### config.mk
export PLATFORM = sky130hd
export DESIGN_NAME = cdb_arbiter_flat
export DESIGN_NICKNAME = d
export VERILOG_FILES = /design/src/rtl/cdb_arbiter_pkg.sv /design/src/rtl/cdb_arbiter_if.sv /design/src/rtl/cdb_arbiter_fifo.sv /design/src/rtl/cdb_arbiter.sv /design/src/flat_wrapper.sv
export SDC_FILE = /design/constraint.sdc
export NUM_CORES = 1
export LEC_CHECK = 0
export BUFFER_PORTS_ARGS = -buffer_cell sky130_fd_sc_hd__buf_2
export CAP_MARGIN = 20
export CORE_ASPECT_RATIO = 0.5
export CORE_UTILIZATION = 55
export DETAILED_ROUTE_END_ITERATION = 8
export HOLD_SLACK_MARGIN = 0.06
export PLACE_DENSITY = 0.88
export SLEW_MARGIN = 20
export SYNTH_ARGS = -nofsm -noshare
export SYNTH_HDL_FRONTEND = slang
export SYNTH_SLANG_ARGS = --single-unit
### constraint.sdc
create_clock -name clk -period 10.15 [get_ports clk]
set_clock_uncertainty 0.1 [all_clocks]
set_input_delay 2.03 -clock clk [delete_from_list [all_inputs] [get_ports clk]]
set_output_delay 2.03 -clock clk [all_outputs]
set_load 0.01 [all_outputs]
### src/rtl/cdb_arbiter_pkg.sv
`default_nettype none
// ============================================================================
//  Module   : int_rs_types (package)
//  Purpose  : Shared CDB packet type, index widths and round-robin helper
//             for the integer reservation-station / CDB slice.
//  Revision : 1.0  initial release
// ============================================================================
package int_rs_types;

    localparam int ROB_IDX_W  = 5;
    localparam int PRF_IDX_W  = 6;
    localparam int ARCH_IDX_W = 5;
    localparam int XLEN       = 32;

    // One completed result as seen on the common data bus.
    typedef struct packed {
        logic [ROB_IDX_W-1:0]  rob_id;
        logic [ARCH_IDX_W-1:0] rd_arch;
        logic [PRF_IDX_W-1:0]  rd_phy;
        logic [XLEN-1:0]       rd_value;
        logic [XLEN-1:0]       rs1_value_dbg;
        logic [XLEN-1:0]       rs2_value_dbg;
    } cdb_pkt_t;

    // FU-side output register carries exactly the CDB payload.
    typedef cdb_pkt_t fu_cdb_reg_t;

    // Next round-robin start position after index idx among n requesters.
    function automatic int rr_inc(input int idx, input int n);
        return (idx + 1) % n;
    endfunction

endpackage
`default_nettype wire

### src/rtl/cdb_arbiter_if.sv
`default_nettype none
// ============================================================================
//  Module   : cdb_arbiter_if
//  Purpose  : FU-to-CDB handshake bundle: per-FU valid/ready/packet inputs
//             and the single registered CDB broadcast.
//  Revision : 1.0  initial release
// ============================================================================
interface cdb_arbiter_if #(
    parameter int N_FU = 4
);
    import int_rs_types::*;

    localparam int SRC_W = $clog2(N_FU);

    logic [N_FU-1:0]     fu_valid;
    logic [N_FU-1:0]     fu_ready;
    cdb_pkt_t [N_FU-1:0] fu_pkt;
    logic                cdb_valid;
    cdb_pkt_t            cdb_pkt;
    logic [SRC_W-1:0]    cdb_src;

    // Producer side: functional units plus CDB consumers.
    modport master (
        output fu_valid, fu_pkt,
        input  fu_ready, cdb_valid, cdb_pkt, cdb_src
    );

    // Arbiter side.
    modport slave (
        input  fu_valid, fu_pkt,
        output fu_ready, cdb_valid, cdb_pkt, cdb_src
    );
endinterface
`default_nettype wire

### src/rtl/cdb_arbiter_fifo.sv
`default_nettype none
// ============================================================================
//  Module   : fu_result_fifo
//  Purpose  : Small per-FU result FIFO. Ready depends only on occupancy, so
//             a full FIFO refuses a write even while it is being drained.
//  Revision : 1.0  initial release
// ============================================================================
module fu_result_fifo
    import int_rs_types::*;
#(
    parameter int DEPTH = 2
) (
    input  wire logic     clk,
    input  wire logic     rst,
    input  wire logic     flush_i,
    input  wire logic     enq_i,
    input  wire cdb_pkt_t enq_pkt_i,
    output logic          enq_ready_o,
    input  wire logic     deq_i,
    output logic          deq_valid_o,
    output cdb_pkt_t      deq_pkt_o
);
    localparam int PTR_W = $clog2(DEPTH);
    localparam int CNT_W = $clog2(DEPTH + 1);

    cdb_pkt_t         mem_q [DEPTH];
    logic [PTR_W-1:0] wr_ptr_q, rd_ptr_q;
    logic [CNT_W-1:0] count_q, count_d;
    logic             w_enq, w_deq;

    assign enq_ready_o = ~rst & (count_q != CNT_W'(DEPTH));
    assign deq_valid_o = (count_q != '0);
    assign deq_pkt_o   = mem_q[rd_ptr_q];

    // A flush drops both the in-cycle write and any in-cycle read.
    assign w_enq = enq_i & enq_ready_o & ~flush_i;
    assign w_deq = deq_i & deq_valid_o & ~flush_i;

    // Occupancy is unchanged when a write and a read coincide.
    always_comb begin
        count_d = count_q;
        if (w_enq && !w_deq) begin
            count_d = count_q + CNT_W'(1);
        end else if (!w_enq && w_deq) begin
            count_d = count_q - CNT_W'(1);
        end
    end

    // Pointer and occupancy state; pointers wrap naturally at DEPTH.
    always_ff @(posedge clk) begin
        if (rst || flush_i) begin
            wr_ptr_q <= '0;
            rd_ptr_q <= '0;
            count_q  <= '0;
        end else begin
            if (w_enq) wr_ptr_q <= wr_ptr_q + PTR_W'(1);
            if (w_deq) rd_ptr_q <= rd_ptr_q + PTR_W'(1);
            count_q <= count_d;
        end
    end

    // Payload storage needs no reset; occupancy decides what is live.
    always_ff @(posedge clk) begin
        if (w_enq) mem_q[wr_ptr_q] <= enq_pkt_i;
    end
endmodule
`default_nettype wire

### src/rtl/cdb_arbiter.sv
`default_nettype none
// ============================================================================
//  Module   : cdb_arbiter
//  Purpose  : Buffers FU results per producer and broadcasts one per cycle
//             on a registered CDB using round-robin priority.
//  Revision : 1.0  initial release
// ============================================================================
module cdb_arbiter
    import int_rs_types::*;
#(
    parameter int N_FU  = 4,
    parameter int DEPTH = 2
) (
    input  wire logic   clk,
    input  wire logic   rst,
    input  wire logic   flush_i,
    cdb_arbiter_if.slave bus
);
    localparam int SRC_W = $clog2(N_FU);

    logic [N_FU-1:0]  w_req, w_deq, w_ready;
    cdb_pkt_t         w_head [N_FU];
    logic             w_any;
    logic [SRC_W-1:0] w_win;

    logic             cdb_valid_q, cdb_valid_d;
    cdb_pkt_t         cdb_pkt_q, cdb_pkt_d;
    logic [SRC_W-1:0] cdb_src_q, cdb_src_d;
    logic [SRC_W-1:0] rr_ptr_q, rr_ptr_d;

    generate
        for (genvar i = 0; i < N_FU; i++) begin : g_fifo
            fu_result_fifo #(.DEPTH(DEPTH)) u_fifo (
                .clk         (clk),
                .rst         (rst),
                .flush_i     (flush_i),
                .enq_i       (bus.fu_valid[i]),
                .enq_pkt_i   (bus.fu_pkt[i]),
                .enq_ready_o (w_ready[i]),
                .deq_i       (w_deq[i]),
                .deq_valid_o (w_req[i]),
                .deq_pkt_o   (w_head[i])
            );
            assign w_deq[i] = w_any & ~flush_i & (w_win == SRC_W'(i));
        end
    endgenerate

    // Round-robin pick: first non-empty FIFO at or after rr_ptr, wrapping.
    always_comb begin
        int idx;
        idx   = 0;
        w_any = 1'b0;
        w_win = '0;
        for (int k = 0; k < N_FU; k++) begin
            idx = (int'(rr_ptr_q) + k) % N_FU;
            if (!w_any && w_req[SRC_W'(idx)]) begin
                w_any = 1'b1;
                w_win = SRC_W'(idx);
            end
        end
    end

    // Broadcast next-state: packet and source hold when idle or flushed.
    always_comb begin
        cdb_valid_d = 1'b0;
        cdb_pkt_d   = cdb_pkt_q;
        cdb_src_d   = cdb_src_q;
        rr_ptr_d    = rr_ptr_q;
        if (!flush_i && w_any) begin
            cdb_valid_d = 1'b1;
            cdb_pkt_d   = w_head[w_win];
            cdb_src_d   = w_win;
            rr_ptr_d    = SRC_W'(rr_inc(int'(w_win), N_FU));
        end
    end

    // CDB output register and round-robin pointer.
    always_ff @(posedge clk) begin
        if (rst) begin
            cdb_valid_q <= 1'b0;
            cdb_pkt_q   <= '0;
            cdb_src_q   <= '0;
            rr_ptr_q    <= '0;
        end else begin
            cdb_valid_q <= cdb_valid_d;
            cdb_pkt_q   <= cdb_pkt_d;
            cdb_src_q   <= cdb_src_d;
            rr_ptr_q    <= rr_ptr_d;
        end
    end

    assign bus.fu_ready  = w_ready;
    assign bus.cdb_valid = cdb_valid_q;
    assign bus.cdb_pkt   = cdb_pkt_q;
    assign bus.cdb_src   = cdb_src_q;
endmodule
`default_nettype wire

### src/flat_wrapper.sv
// flat-port wrapper written by rule: the top's interface ports become plain ports
module cdb_arbiter_flat import int_rs_types::*;
#(
    parameter int N_FU  = 4,
    parameter int DEPTH = 2
)
  (clk, rst, flush_i, bus_fu_valid, bus_fu_pkt, bus_fu_ready, bus_cdb_valid, bus_cdb_pkt, bus_cdb_src);
  cdb_arbiter_if #(.N_FU(N_FU)) bus_i ();
  input  wire logic clk;
  input  wire logic rst;
  input  wire logic flush_i;
  input wire logic [$bits(bus_i.fu_valid)-1:0] bus_fu_valid;
  input wire logic [$bits(bus_i.fu_pkt)-1:0] bus_fu_pkt;
  output wire logic [$bits(bus_i.fu_ready)-1:0] bus_fu_ready;
  output wire logic [$bits(bus_i.cdb_valid)-1:0] bus_cdb_valid;
  output wire logic [$bits(bus_i.cdb_pkt)-1:0] bus_cdb_pkt;
  output wire logic [$bits(bus_i.cdb_src)-1:0] bus_cdb_src;
  assign bus_i.fu_valid = bus_fu_valid;
  assign bus_i.fu_pkt = bus_fu_pkt;
  assign bus_fu_ready = bus_i.fu_ready;
  assign bus_cdb_valid = bus_i.cdb_valid;
  assign bus_cdb_pkt = bus_i.cdb_pkt;
  assign bus_cdb_src = bus_i.cdb_src;
  cdb_arbiter #(.N_FU(N_FU), .DEPTH(DEPTH)) u_core (.clk(clk), .rst(rst), .flush_i(flush_i), .bus(bus_i));
endmodule
* Yosys cells after proc, flatten, opt, wreduce, memory -nomap -nowiden
Memory sizes are Yosys's and may differ from the RTL's. A register that Yosys moved wholly into a read port is not among the register bits.
Index checks and enable logic that the tools add are counted.
** Storage, ports and cells
- Memories kept :: 4
- Logic and storage cells :: 167
- Memory bits (writable) :: 896
- Flip-flop bits (word level) :: 133
** Operators by class
- Eq/ne operators :: 7
- Bitwise operators :: 28
- Order comparisons :: 5
- Reduce and logical (&&, ||, !) cells :: 34
- Add/sub/neg operators :: 20
- Multiplexer cells :: 48
** Memories
- u_core.g_fifo[0].u_fifo.mem_q :: depth 2, bits a word 112, rd ports 1, clocked after Yosys merged registers in 1, wr ports 1, line cdb_arbiter_fifo.sv:26 : cdb_pkt_t mem_q [DEPTH];
- u_core.g_fifo[1].u_fifo.mem_q :: depth 2, bits a word 112, rd ports 1, clocked after Yosys merged registers in 1, wr ports 1, line cdb_arbiter_fifo.sv:26
- u_core.g_fifo[2].u_fifo.mem_q :: depth 2, bits a word 112, rd ports 1, clocked after Yosys merged registers in 1, wr ports 1, line cdb_arbiter_fifo.sv:26
- u_core.g_fifo[3].u_fifo.mem_q :: depth 2, bits a word 112, rd ports 1, clocked after Yosys merged registers in 1, wr ports 1, line cdb_arbiter_fifo.sv:26
** Operators with widths (number)
- 112-bit binary-select mux with 2-bit select :: 1
- 112-bit 2-to-1 mux :: 2
- 1-bit 2-to-1 mux :: 29
- 1-bit bitwise AND :: 25
- 2-bit 2-to-1 mux :: 12
- 2-bit by 4-bit < comparator with 1-bit output, second input constant :: 4
- 2-bit nonzero test :: 8
- 2-bit by 1-bit adder with 2-bit output, second input constant :: 6
- 1-bit logical AND :: 12
- 1-bit logical NOT :: 12
- 1-bit adder, second input constant :: 8
- 1-bit binary-select mux with 2-bit select :: 4
- 2-bit != test, second input constant :: 4
- 2-bit by 1-bit subtractor with 2-bit output, second input constant :: 4
- 2-bit adder, second input constant :: 2
- 2-bit equality test, second input constant :: 2
- 3-bit >= comparator, second input constant :: 1
- 2-bit NOT with 3-bit output :: 1
- 2-bit by 1-bit equality test with 1-bit output, second input constant :: 1
- 2-bit logical NOT :: 1
- 1-bit NOT :: 2
- 1-bit logical OR :: 1

* Depth between registers and ports, before layout
Gate-level depths: netlist of the first run.
- Depth after elaboration :: 21
- Gate-level depth with buffers :: 11

* By module
A second synthesis of the first run with hierarchy kept.
** Second synthesis, totals
- Cell total of the unflattened synthesis :: 2946
- Area, all modules :: 43040.0 µm²
** By module, submodules not included
- fu_result_fifo :: instances 4, area an instance 8344.3 µm², cells each 378
- cdb_arbiter :: instances 1, area an instance 9663.0 µm², cells each 1434

* Worst setup path before layout of the first run
OpenSTA, ideal clock, no wires.
- Path type :: in2reg
- Start :: input port flush_i
- End :: memory u_core.g_fifo[0].u_fifo.mem_q[0][0] (netlist bit), enable pin
- Stages :: 3
- Arrival :: 7078 ps
- Slack :: 2388 ps
- Path buffers :: 0
- Required time :: 9465 ps
- Cell sequence :: nor2_1 -> nand3_1 -> nor2_1
** On the way
- Cells in the longest elaborated chain, start to end :: 4
** Ends and longest elaborated chain
- start: declaration :: line flat_wrapper.sv:11 : input wire logic flush_i;
- 1-bit NOT :: line cdb_arbiter_fifo.sv:36 : assign w_enq = enq_i & enq_ready_o & ~flush_i;
- 1-bit bitwise AND :: line cdb_arbiter_fifo.sv:36
- 1-bit 2-to-1 mux :: line cdb_arbiter_fifo.sv:64 : if (w_enq) mem_q[wr_ptr_q] <= enq_pkt_i;
- 1-bit 2-to-1 mux (not written as such) :: line cdb_arbiter_fifo.sv:64
- end: declaration :: line cdb_arbiter_fifo.sv:26
No other way between the ends.

* Worst setup path in the final report of the first run
- Start :: input port rst
- End :: output port bus_fu_ready[0]
** On the way
- Cells in the longest elaborated chain, start to end :: 2
** Ends and longest elaborated chain
- start: declaration :: line flat_wrapper.sv:10 : input wire logic rst;
- 1-bit NOT :: line cdb_arbiter_fifo.sv:31 : assign enq_ready_o = ~rst & (count_q != CNT_W'(DEPTH));
- 1-bit bitwise AND :: line cdb_arbiter_fifo.sv:31
- end: declaration :: line flat_wrapper.sv:14 : output wire logic [$bits(bus_i.fu_ready)-1:0] bus_fu_ready;
No other way between the ends.

==> impl_results.md, run 1 <==
* WP buf/inv at 2
* Worst vdd ir at around 150 uV
* Post-cts repair resize count at 0
* CP max-delay cell: buf_4
* Sequential Power Share at 53.6%
* DP HPWL at between 60000 and 70000 um
* Post-route ant nets at 0
* Worst setup path startpoint: rst
* Number of buffers on the longest clock path at 3
* #FFs+latches synth at approximately 1000
* CP arrival at a little under 3 ns
* Rel. slew slack at 20.0%
* Comb pwr share at approximately 8.0%
* DRT iter0 DRCs at between 2000 and 3000
* Synth Area in Simple Gates at less than 1%
* Initial Util at a little under three fifths
* Failing checks: DRC
* Initial antenna violation count at 117
* CTS buffer count at 86
* Fill count at between 4000 and 5000
* Via density per instance at 6.20
* Worst setup SP type: primary input
* First-pass GRT wire length at between 150000 and 200000 um
* Die height at 193 um
* Hold Buf Count CTS at 0
* Tmin final at approximately 5.0 ns
* 1st-pass router iterations at 9
* # nets final at roughly 3200
* Final count of hold timing violations at 0
* FF-to-FF Start: u_core.g_fifo[2].u_fifo.count_q[0]
* Share of layout cells above drive strength 1 at 35.3%
* Area of the die at about 74000 um2
* EDFF count, synth at 896
* Top delay family on crit path: buffers and inverters
* CTS tree: yes
* Post-synthesis mux area share at between 10% and 20%
* Htree depth at 3
* Worst reg2reg path depth at 7
* Top-level port count at 574
* Mapped Avg Cell Area at about 18 um2
* Run status: finished, violations left
* Max Fclk at 198 MHz
* Main synth FF type: edfxtp_1
* Reg2reg end: u_core.bus.cdb_pkt[107]
* Largest family of logic cells by synthesized area: multiplexers
* Final setup TNS at 0 ns
* CP max stage delay at 0.58 ns
* Switching Power at about 0.0020 W
* Worst Hold Depth at 2
* Number of global-route vias before repair at 24039
* CP required at about 8 ns
* Die width at ~380 um
* Postcts setup bufs at 0
* Unique masters post-synth at between 40 and 50
* Fin crit share at around half
* Wire length per cell at around 29 um
* Drt total wl at ~110000 um
* Via count at 24150
* Hold slack at slightly above 0.4 ns
* Clk slew on worst S/H paths at about 0.070 ns
* HP Start: u_core.bus.cdb_src[1]
* Final Max Slew Viols at 0
* Post-synthesis adder-cell area fraction at less than 1%
* Final GP Congestion at 0.859
* Switching Fraction at approximately 23%
* Reg2Reg Setup Slack at around 5.7 ns
* Register area share after synthesis at roughly 74%
* FP Rows at 69
* Core Area at approximately 71000 um2
* Root buffer cell: clkbuf_16
* Core Util, Final at around two thirds
* Clock power share at 38.4%
* Post-synth ARST share at 0%
* Syn nets at ~2600
* Worst slew pin tran at between 1 and 1.5 ns
* CTS sink count at between 1000 and 1500
* Synth Area in Compound Gates at about 5.4%
* Crit-path cells: buf_4 > nor2b_1 > buf_2
* Hold Path End: u_core.bus.cdb_src[1]
* Mapped Cells at around 2200
* Cell area power density at 190 nW/um2
* Crit path kind: in -> out
* Largest net degree at the start of global routing at slightly above 90
* Max-cap viol count at 0
* Synth Area in XOR/XNOR at less than 1%
* Unrepaired setup endpoints after global routing: false
* Netlist Area Pre-Place at 40000 um2
* Worst setup EP type: output pin
* Layout area overhead at 17.6%
* Port-buffer cells at 573
* Final setup vio count at 0
* Pleak at around 16 nW
* Remaining DRCs at 8
* CP Max Fanout at 65
* Int Pwr at 0.00692 W
* Total GRT Usage at between 20 and 30%
* Hold Path Class: reg -> reg
* GRT overflow at 0
* Ys Warns at 0
* Worst-Skew Late Latency at 0.65 ns
==> power groups by stage <==
stage | Sequential (W) | Combinational, W | Clock (W)
after global routing | 0.00480 | 0.000740 | 0.00359
after global placement | 0.00487 | 0.000650 | 0
after detailed placement | 0.00488 | 0.000681 | 0
after CTS | 0.00479 | 0.000693 | 0.00340
after floorplan | 0.00490 | 0.000364 | 0
final | 0.00480 | 0.000713 | 0.00343
==> synthesized netlist by cell type, types with 2 or more instances <==
cell type | count | area (um2)
edfxtp_1 | 896 | 26900
mux2i_1 | 448 | 4480
mux2_2 | 208 | 2340
dfxtp_1 | 137 | 2740
o21bai_1 | 113 | 848
a221oi_1 | 96 | 841
clkbuf_1 | 89 | 334
buf_2 | 26 | 130
nor2_1 | 25 | 93.8
a221oi_2 | 16 | 240
a21oi_1 | 14 | 70.1
mux2_4 | 13 | 195
buf_4 | 11 | 82.6
or3_1 | 10 | 62.6
inv_1 | 8 | 30.0
xor2_1 | 8 | 70.1
o21ai_0 | 5 | 25.0
xnor2_1 | 5 | 43.8
ha_1 | 4 | 50.1
nand2b_1 | 4 | 25.0
nand3_1 | 4 | 20.0
nor2_2 | 4 | 25.0
nor2b_1 | 4 | 25.0
buf_1 | 3 | 11.3
mux2_1 | 3 | 33.8
nand2_1 | 3 | 11.3
o21a_1 | 3 | 22.5
or4_1 | 3 | 22.5
a41oi_1 | 2 | 17.5
buf_6 | 2 | 22.5
o31ai_1 | 2 | 15.0
or2_2 | 2 | 12.5
==> kinds of logic after synthesis <==
group	count (synthesis)
DFF	1033
muxes	672
and+or+nand+nor	66
buffers and inverters	139
xor gates and xnor gates	13
AOI/OAI and AO/OA	256
adders and majority gates	4
==> layout make-up <==
class | instances | area [um2] | area share, %
Tap cell | 958 | 1200 | 2.55
Multi-Input combinational cell | 1011 | 9820 | 20.9
Inverter | 8 | 30.0 | 0.0638
Clock inverter | 40 | 402 | 0.854
Timing Repair Buffer | 604 | 3150 | 6.70
Clock buffer | 122 | 2470 | 5.26
Antenna cell | 121 | 303 | 0.644
Sequential cell | 1033 | 29700 | 63.0
==> through the flow <==
stage | setup slack [ns] | power [W] | instances | area (um2)
after floorplan | 2.39 | 0.00526 | 2183 | 40000
after global placement | 4.97 | 0.00552 | 3614 | 43900
after detailed placement | 4.89 | 0.00556 | 3614 | 43900
after CTS | 5.12 | 0.00888 | 3776 | 46700
after global routing | 5.05 | 0.00913 | 3894 | 47000
final | 5.11 | 0.00894 | 3897 | 47000
==> state kept, by name, summed over array words and instances, names as in the netlist, named ones only <==
register                       flops
u_core.bus.cdb_pkt               112
u_core.bus.cdb_src                 2
u_core.bus.cdb_valid               1
u_core.g_fifo.u_fifo.count_q       8
u_core.g_fifo.u_fifo.mem_q       896
u_core.g_fifo.u_fifo.rd_ptr_q      4
u_core.g_fifo.u_fifo.wr_ptr_q      4
u_core.rr_ptr_q                    2
==> worst reg2reg max path, cell delays in order, from the launching register on <==
cell	delay (ns)
dfxtp_1	0.48
nor2_2	0.17
or4_4	0.55
a31oi_4	0.23
buf_4	0.92
buf_4	0.99
mux2_2	0.45
a221oi_1	0.44
==> cells in the final DEF (no fill, tap or decap), types with 5 or more instances in the layout <==
cell,Yosys,routed
a21oi_1,14,14
a221oi_1,96,96
a221oi_2,16,16
buf_2,26,572
buf_4,11,28
bufinv_16,0,7
clkbuf_1,89,24
clkbuf_16,0,92
clkbuf_8,0,6
clkinv_1,0,10
clkinv_2,0,12
dfxtp_1,137,133
diode_2,0,121
edfxtp_1,896,896
inv_1,8,8
mux2_2,208,208
mux2_4,13,13
mux2i_1,448,448
nor2_1,25,16
nor2_4,1,10
o21ai_0,5,5
o21bai_1,113,113
or3_1,10,10
xnor2_1,5,5
xor2_1,8,8
==> worst max-delay path by stage <==
stage / end / slack (ns) / cells past startpoint
2_1_floorplan: u_core.g_fifo[0].u_fifo.mem_q[0][0] / 2.39 / 3
3_3_place_gp: u_core.g_fifo[3].u_fifo.mem_q[0][109] / 4.97 / 5
3_5_place_dp: u_core.g_fifo[3].u_fifo.mem_q[0][65] / 4.89 / 5
4_1_cts: bus_fu_ready[2] / 5.12 / 3
5_1_grt: bus_fu_ready[0] / 5.05 / 3
6_report: bus_fu_ready[0] / 5.11 / 3
==> metal layers <==
| layer | GRT usage, % | up-vias | share of wire, % |
|---|---|---|---|
| li1 | - | 9957 | - |
| met1 | 30.8 | 11873 | 33 |
| met2 | 47.2 | 1751 | 50 |
| met3 | 4.50 | 555 | 7.2 |
| met4 | 26.9 | 14 | 10 |
| met5 | 0 | - | 0.072 |
Power figures use the tool's default switching activity.
==> run 2: changes to the inputs <==
--- a/config.mk
+++ b/config.mk
@@ -8,10 +8,10 @@
 export BUFFER_PORTS_ARGS = -buffer_cell sky130_fd_sc_hd__buf_2
 export CAP_MARGIN = 20
 export CORE_ASPECT_RATIO = 0.5
-export CORE_UTILIZATION = 55
+export CORE_UTILIZATION = 52
 export DETAILED_ROUTE_END_ITERATION = 8
 export HOLD_SLACK_MARGIN = 0.06
-export PLACE_DENSITY = 0.88
+export PLACE_DENSITY = 0.87
 export SLEW_MARGIN = 20
 export SYNTH_ARGS = -nofsm -noshare
 export SYNTH_HDL_FRONTEND = slang
==> constraint.sdc (replaced) <==
create_clock -name clk -period 4.4 [get_ports clk]
set_clock_uncertainty 0.1 [all_clocks]
set_input_delay 0.88 -clock clk [delete_from_list [all_inputs] [get_ports clk]]
set_output_delay 0.88 -clock clk [all_outputs]
set_load 0.01 [all_outputs]
==> impl_results.md, run 2 (synthesis results as in run 1) <==
* # nets final at 3222 (+0.59%)
* Core Util, Final at 62.8% (-3.1 points)
* Drt total wl at 108000 um (-4.0%)
* Crit path kind: reg -> reg
* Hold Buf Count CTS at 0 (unchanged)
* Via count at 23273 (-3.6%)
* Layout area overhead at 18.6%
* CTS buffer count at 88 (+2.3%)
* Final setup vio count at 0 (unchanged)
* Worst reg2reg path depth at 6 (-1)
* Area of the die at 78100 um2 (+5.7%)
* Top-level port count at 574 (unchanged)
* CP max stage delay at 0.53 ns (-0.05 ns)
* Most frequent cells in the layout: 896 x edfxtp_1, 572 x buf_2, 448 x mux2i_1
* Number of global-route vias before repair at 23422 (-2.6%)
* Initial antenna violation count at 89 (-24%)
* Number of buffers on the longest clock path at 3 (unchanged)
* Fin crit share at ~73%
* Worst setup SP type: flip-flop
* Most common cell after layout, fill and taps aside: edfxtp_1
* Crit-path cells: nor2_2 > or4_4 > a31oi_4 > buf_12 > mux2_2 > a221oi_1
* Final count of hold timing violations at 0 (unchanged)
* CTS sink count at 1033 (unchanged)
* Int Pwr at 0.0161 W (+130%)
* Post-route ant nets at 0 (unchanged)
* CP max-delay cell: or4_4
* CP arrival at 3.65 ns (+0.74 ns)
* Core Area at 75600 um2 (+5.8%)
* Hold slack at 0.309 ns (-0.0972 ns)
* Initial Util at 52.9% (-3.0 points)
* Rel. slew slack at 36.6% (+17 points)
* Max Fclk at between 300 and 400 MHz
* Post-cts repair resize count at 0 (unchanged)
* Reg2reg end: u_core.bus.cdb_pkt[47]
* Postcts setup bufs at 0 (unchanged)
* Final GP Congestion at 0.860 (about the same)
* WP buf/inv at 1 (-1)
* Worst Hold Depth at 1 (-1)
* Sequential Power Share at 53.6% (about the same)
* Root buffer cell: clkbuf_16
* Hold Path Class: in -> reg
* Unrepaired setup endpoints after global routing: false
* CTS tree: yes
* Via density per instance at 5.89 (-4.9%)
* Die width at 394 um (+2.8%)
* FF-to-FF Start: u_core.g_fifo[2].u_fifo.count_q[0]
* Worst setup path startpoint: u_core.g_fifo[2].u_fifo.count_q[0]
* Worst setup EP type: flip-flop
* First-pass GRT wire length at 150000 um (-1.2%)
* Worst-Skew Late Latency at 0.65 ns (about the same)
* FP Rows at 71 (+2.9%)
* Worst vdd ir at 342 uV (+130%)
* Final Max Slew Viols at 0 (unchanged)
* Clk slew on worst S/H paths at 0.07 ns (about the same)
* Wire length per cell at 27.3 um (-5.3%)
* Worst slew pin tran at 0.951 ns (-0.249 ns)
* Share of layout cells above drive strength 1 at 35.9% (+0.57 points)
* Tmin final at 3.23 ns
* HP Start: bus_fu_pkt[445]
* Clock power share at 38.6% (+0.2 points)
* Most flops, register: u_core.g_fifo.u_fifo.mem_q
* DP HPWL at 66800 um (+0.41%)
* Run status: finished clean
* Largest net degree at the start of global routing at 113 (+22%)
* Cell area power density at 435 nW/um2 (+130%)
* Max reg flops at 896 (unchanged)
* Max-cap viol count at 0 (unchanged)
* Reg2Reg Setup Slack at 1.17 ns (-4.52 ns)
* Htree depth at 3 (unchanged)
* Total GRT Usage at 26.1% (-2.0 points)
* Pleak at 16.3 nW (+1.0%)
* Remaining DRCs at 0 (-8)
* Hold Path End: u_core.g_fifo[3].u_fifo.mem_q[0][109]
* CP Max Fanout at 112 (+72%)
* Die height at 198 um (+2.8%)
* CP required at 4.82 ns (-3.20 ns)
* DRT iter0 DRCs at 2172 (-25%)
* Top delay family on crit path: simple AND/OR/NAND/NOR gates
* Port-buffer cells at 573 (unchanged)
* Switching Power at 0.00456 W (+130%)
* 1st-pass router iterations at 5 (-4)
* GRT overflow at 0 (unchanged)
* Comb pwr share at 7.9% (about the same)
* Switching Fraction at 22.1% (-0.52 points)
run 2: changes by cell type in the layout (fill, tap and decap cells not counted):
cell        before  now
clkinv_2        12   13
clkbuf_8         6   10
clkinv_8         1    0
diode_2        121   92
buf_12           4   20
clkbuf_16       92   93
clkinv_1        10    6
clkinv_4         3    2
clkinvlp_2       1    0
buf_4           28   29
clkinvlp_4       3    7
inv_4            1    0
run 2: worst max path at each step:
stage,end,slack [ns],cells after the start
floorplan,u_core.g_fifo[0].u_fifo.mem_q[1][0],-0.35,3
global placement,u_core.g_fifo[2].u_fifo.count_q[1],1.17,7
detailed placement,u_core.g_fifo[2].u_fifo.count_q[1],1.13,7
CTS,u_core.bus.cdb_pkt[47],1.29,6
global route,u_core.bus.cdb_pkt[47],1.14,6
finish,u_core.bus.cdb_pkt[47],1.17,6
run 2: per-stage QoR:
| step | std cells | setup TNS [ns] | setup WS [ns] | instance area, um2 | total power (W) |
|---|---|---|---|---|---|
| after global routing | 3944 | 0 | 1.14 | 47400 | 0.0211 |
| final | 3951 | 0 | 1.17 | 47400 | 0.0206 |
| after floorplan | 2183 | -313.22 | -0.350 | 40000 | 0.0121 |
| after CTS | 3859 | 0 | 1.29 | 47200 | 0.0206 |
| after detailed placement | 3695 | 0 | 1.13 | 44300 | 0.0128 |
| after global placement | 3695 | 0 | 1.17 | 44300 | 0.0128 |
run 2: metal layers:
layer	wire length [um]	vias up	global-route usage [%]
met5	69	-	0
met4	7860	10	20.2
met3	6800	363	4.27
met2	56300	1273	44.9
met1	36900	11681	29.5
li1	-	9946	-
run 2: layout make-up:
| cell class | instances | area, um2 |
|---|---|---|
| Timing Repair Buffer | 621 | 3480 |
| Antenna cell | 92 | 230 |
| Inverter | 8 | 30.0 |
| Sequential cell | 1033 | 29700 |
| Multi-Input combinational cell | 1011 | 9820 |
| Fill cell | 5021 | 28200 |
| Clock inverter | 37 | 385 |
| Tap cell | 1022 | 1280 |
| Clock buffer | 127 | 2550 |
run 2: power groups by stage:
| stage | registers (W) | logic (W) | clock network (W) |
|---|---|---|---|
| 2_1_floorplan | 0.0113 | 0.000841 | 0 |
| 3_3_place_gp | 0.0112 | 0.00153 | 0 |
| 3_5_place_dp | 0.0113 | 0.00159 | 0 |
| 4_1_cts | 0.0110 | 0.00161 | 0.00798 |
| 5_1_grt | 0.0111 | 0.00170 | 0.00834 |
| 6_report | 0.0111 | 0.00163 | 0.00796 |
